$ cat src/rtl/dtw_path_tracer.sv
// DTW traceback engine: walks the direction memory from (len_x-1,len_y-1) down to (0,0), streaming each cell.
// Optional macro DTW_TRACE_CHECK_EN: treat direction code 11 as corrupt and abort the trace with an error pulse.
module dtw_path_tracer #(
   parameter int IDX_W = 8
) (
   input  logic             clk,
   input  logic             rst,
   input  logic             start,
   input  logic [IDX_W-1:0] len_x,
   input  logic [IDX_W-1:0] len_y,
   output logic             mem_rd_en,
   output logic [IDX_W-1:0] mem_rd_i,
   output logic [IDX_W-1:0] mem_rd_j,
   input  logic [1:0]       mem_rd_data,
   output logic             path_valid,
   input  logic             path_ready,
   output logic [IDX_W-1:0] path_i,
   output logic [IDX_W-1:0] path_j,
   output logic             path_last,
   output logic             busy,
   output logic             done,
   output logic             error
);

   // state  | meaning
   // IDLE   | waiting for start
   // EMIT   | presenting cell (i,j) on the path port
   // READ   | direction-memory request for (i,j)
   // WAIT   | read data arrives, step to predecessor
   // FIN    | done pulse, then back to IDLE
   localparam logic [2:0] S_IDLE = 3'd0;
   localparam logic [2:0] S_EMIT = 3'd1;
   localparam logic [2:0] S_READ = 3'd2;
   localparam logic [2:0] S_WAIT = 3'd3;
   localparam logic [2:0] S_FIN  = 3'd4;

   logic [2:0]       state;
   logic [IDX_W-1:0] i;
   logic [IDX_W-1:0] j;
   logic             err_q;
   logic             i_zero;
   logic             j_zero;

   assign i_zero = (i == '0);
   assign j_zero = (j == '0);

   always_ff @(posedge clk) begin
      if (rst) begin
         state <= S_IDLE;
         i     <= '0;
         j     <= '0;
         err_q <= 1'b0;
      end else begin
         err_q <= 1'b0;
         case (state)
            S_IDLE: begin
               if (start) begin
                  if (len_x != '0 && len_y != '0) begin
                     i     <= len_x - 1'b1;
                     j     <= len_y - 1'b1;
                     state <= S_EMIT;
                  end else begin
                     err_q <= 1'b1;
                  end
               end
            end
            S_EMIT: begin
               if (path_ready) begin
                  if (i_zero && j_zero) begin
                     state <= S_FIN;
                  end else if (i_zero) begin
                     j <= j - 1'b1;
                  end else if (j_zero) begin
                     i <= i - 1'b1;
                  end else begin
                     state <= S_READ;
                  end
               end
            end
            S_READ: state <= S_WAIT;
            S_WAIT: begin
               state <= S_EMIT;
               case (mem_rd_data)
                  2'b00: i <= i - 1'b1;
                  2'b10: j <= j - 1'b1;
                  2'b01: begin
                     i <= i - 1'b1;
                     j <= j - 1'b1;
                  end
                  2'b11: begin
`ifdef DTW_TRACE_CHECK_EN
                     err_q <= 1'b1;
                     state <= S_IDLE;
`else
                     i <= i - 1'b1;
                     j <= j - 1'b1;
`endif
                  end
               endcase
            end
            S_FIN:   state <= S_IDLE;
            default: state <= S_IDLE;
         endcase
      end
   end

   assign path_valid = (state == S_EMIT);
   assign path_last  = path_valid && i_zero && j_zero;
   assign path_i     = i;
   assign path_j     = j;
   // The read address is only meaningful while mem_rd_en is high.
   assign mem_rd_en  = (state == S_READ);
   assign mem_rd_i   = i;
   assign mem_rd_j   = j;
   assign busy       = (state != S_IDLE);
   assign done       = (state == S_FIN);
   assign error      = err_q;

endmodule

$ cat config.mk
export PLATFORM = sky130hd
export DESIGN_NAME = dtw_path_tracer
export DESIGN_NICKNAME = d
export VERILOG_FILES = /design/src/rtl/dtw_path_tracer.sv
export SDC_FILE = /design/constraint.sdc
export NUM_CORES = 1
export LEC_CHECK = 0
export CAP_MARGIN = 20
export CORE_MARGIN = 4
export CORE_UTILIZATION = 41
export DETAILED_ROUTE_END_ITERATION = 10
export PLACE_DENSITY = 0.76
export SYNTH_ARGS = -nofsm -noshare
export SYNTH_HDL_FRONTEND = slang
export SYNTH_SLANG_ARGS = --single-unit
$ cat constraint.sdc
create_clock -name clk -period 2.5 [get_ports clk]
set_input_delay 0.375 -clock clk [delete_from_list [all_inputs] [get_ports clk]]
set_output_delay 0.375 -clock clk [all_outputs]
set_load 0.05 [all_outputs]
==> metrics, run 1 <==
status completed; Avg Vias per Cell 5.803; post-synth cell types 50; die width 73.58 um; Final Hold Viols 0; Worst Setup End Kind flop; Seq pwr share 16.5%; DRT Pass-1 Iters 4; Slew headroom 65.83%; Async SR Flop Fraction 0%; worst endpoint required time 2.69 ns; # rows 23; sequential fraction of the synthesis area 22.71%; Area Growth Syn to Fin 56.49%; layout cells sized above 1 21.56%; CTS root buffer clkbuf_8; Antenna Cells 0; worst-skew pair later-pin latency 0.26 ns; Synth top area share 22.71%; Final Setup Violations 0; global route overflow 0; maxcap violations 0; Fmax achieved 412.9 MHz; 1st-iter DRT viols 207; Multi-input gate area 1225 sq um; Tmin final 2.422 ns; Startpoint Class input port; Final Max Tran Viols 0; I/O pin cnt 60; clock slew at reported path FFs 0.08 ns; Worst Hold Class in -> reg; critical path peak fanout 5; WL/cell 15.61 um; Pint 1.466 mW; number of synthesized flops with an enable pin 0; Clk pwr share 8.2%; Comb power frac 75.3%; worst reg2reg startpoint mem_rd_j[7]; ranking of synthesized cells by area dfxtp_1 23%, mux2i_1 6.8%, buf_4 6.8%; Cells after Synth 240; Final HPWL DP 4474 um; Reg2Reg Setup Slack 0.12 ns; PD cells 1143 nW/um^2; DRC violations left 0; Final Cell Area 2759 sq um; TritonCTS clock tree built; WHS Path Cells 3; largest area contributor in the netlist dfxtp_1; Final ANT Viol Nets 0; Synth Flop Type dfxtp_1; Switching Fraction 53.52%; core box area 4086 sq um; Synth Cell Area 1763 sq um; synthesis-stage register bit count 20; Num CTS Buffers 3; Worst R2R Path Depth 6; WS Path Type in -> reg; vias in the first global route 2041; drt total wl 5774 um; Sw Pwr 1.688 mW; H-tree depth 1; hold endpoint mem_rd_j[7]; worst slew pin tran 0.5110 ns; # clock sinks 20; hold-fix buffer count after cts 0; first-pass GRT wire length 9660 um; Mapped Avg Cell Area 7.346 sq um; total die area 5413 sq um; total power 3.154 mW; largest net degree at the start of global routing 19; Yosys warnings 0; CTS Buffer Depth 2; Critical R2R Capture mem_rd_i[2]; placed inst area 2605 sq um; die height 73.58 um; Initial Util 43.14%; FF/Latch Area 401.6 sq um; total vias in the final route 2147; I/O Buffers 59; Max VDD drop 630.3 uV; WP data arrival 2.61 ns; hold_sp len_y[7]; setup TNS 0 ns; Fillers 362; Tcrit/Tclk final 96.87%; total track usage 21.88%; Leak 1.200 nW; initial antenna violation count 0; Final GP Congestion 0.8599; post-synth net total 264; Setup Skew 0.001663 ns; final net count 345
power groups by stage:
stage | registers [mW] | logic [mW] | clock network (mW)
finish | 0.520 | 2.38 | 0.258
global route | 0.540 | 2.54 | 0.273
CTS | 0.518 | 2.32 | 0.260
detailed placement | 0.526 | 2.29 | 0
global placement | 0.522 | 2.27 | 0
floorplan | 0.816 | 1.26 | 0
stage by stage:
| stage | std cells | hold slack [ns] | setup WS, ns | utilization (%) |
|---|---|---|---|---|
| final | 370 | 0.4089 | 0.07826 | 67.51 |
| after global routing | 370 | 0.4454 | -0.06848 | 67.51 |
| after CTS | 368 | 0.5106 | -0.005996 | 65.43 |
| after detailed placement | 364 | 0.5003 | -0.3399 | 63.75 |
| after global placement | 364 | 0.4969 | -0.2632 | 63.75 |
| after floorplan | 240 | 0.4888 | -0.01325 | - |
state kept, by name, indices dropped and copies added, names as in the netlist:
signal    count
mem_rd_j      8
mem_rd_i      8
error         1
state         3
cell usage after synthesis, drive strengths merged, types with 3 or more instances:
cell type / count
clkbuf: 11
nand2b: 7
a31oi: 8
inv: 7
nor2: 30
nor3b: 4
o211ai: 6
or3: 3
a21oi: 13
nor4: 5
buf: 18
nand4: 3
mux2i: 12
nand3: 8
and3: 4
dfxtp: 20
o21ai: 13
or4: 3
nor3: 6
a211oi: 7
nor4b: 3
nand2: 16
cell families after synthesis:
logic type / synth area share (%)
AND/OR/NAND/NOR: 30.45
AO/OA/AOI/OAI: 24.77
buffers and inverters: 11.07
flip-flops: 22.71
multiplexers: 8.091
XOR/XNOR: 1.491
adder cells (fa/ha/maj): 1.419
worst max-delay path: stages:
cell and delay, ns:
clkdlybuf4s50_1 0.49, nor4_1 0.07, and3_1 0.19, o31a_1 0.36, or3b_4 0.44, or4_4 0.52
o211ai_1 0.17
timing repair:
| action | CTS | global route |
|---|---|---|
| setup endpoints to repair | 4 | 7 |
| buffers inserted | 0 | 2 |
| gates resized for setup | 3 | 21 |
| pin swaps | 1 | 8 |
metal layers:
metal | GRT usage, % | share of wire, % | vias to the layer above
li1 | - | - | 1038
met1 | 30.75 | 45 | 1013
met2 | 35.63 | 46 | 90
met3 | 2.736 | 7.7 | 6
met4 | 4.628 | 1.0 | 0
met5 | 0 | 0 | -
cell usage in the layout, fill, tap and decap left out, types with 2 or more instances in the layout:
cell,instances
clkdlybuf4s50_1,46
dlymetal6s2s_1,12
and2_1,2
and3_1,4
nand3_1,7
nor3b_1,2
nor4_1,4
nand4_1,3
a31oi_1,8
dfxtp_1,19
ha_1,2
nor2_2,2
or2_2,2
mux2i_1,12
or4_1,2
mux2_2,2
inv_1,7
or3_1,2
clkbuf_8,4
nor3_1,5
nor4b_1,3
nand2_1,16
nor2_1,28
a21oi_1,13
o21ai_0,13
o31a_1,2
a211oi_1,7
buf_12,2
o221ai_1,2
buf_4,45
o211ai_1,6
nand2b_1,7
xor2_1,2
area by class of cell:
cell class	instances	area share (%)
multi-input cells	184	44.40
repair buffers	105	35.83
flip-flops and latches	20	14.56
well taps	50	2.268
clock buffers	4	1.995
inverters	7	0.9524
worst max-delay path by stage:
stage | start | end | slack, ns | cells after the start
2_1_floorplan | state[0] | mem_rd_j[4] | -0.01 | 12
3_3_place_gp | len_x[6] | mem_rd_i[2] | -0.26 | 9
3_5_place_dp | len_x[6] | mem_rd_i[2] | -0.34 | 9
4_1_cts | len_x[6] | mem_rd_i[2] | -0.006 | 9
5_1_grt | mem_rd_j[7] | mem_rd_i[2] | -0.07 | 6
6_report | len_y[0] | mem_rd_j[7] | 0.08 | 7
No activity file was read; power rests on OpenSTA's default activity.
==> run 2, diff against run 1 <==
--- a/config.mk
+++ b/config.mk
@@ -10,6 +10,7 @@
 export CORE_UTILIZATION = 41
 export DETAILED_ROUTE_END_ITERATION = 10
 export PLACE_DENSITY = 0.76
+export SLEW_MARGIN = 20
 export SYNTH_ARGS = -nofsm -noshare
 export SYNTH_HDL_FRONTEND = slang
 export SYNTH_SLANG_ARGS = --single-unit
==> results of run 2 <==
The final DEF is identical to that of run 1; final timing and power are the same.
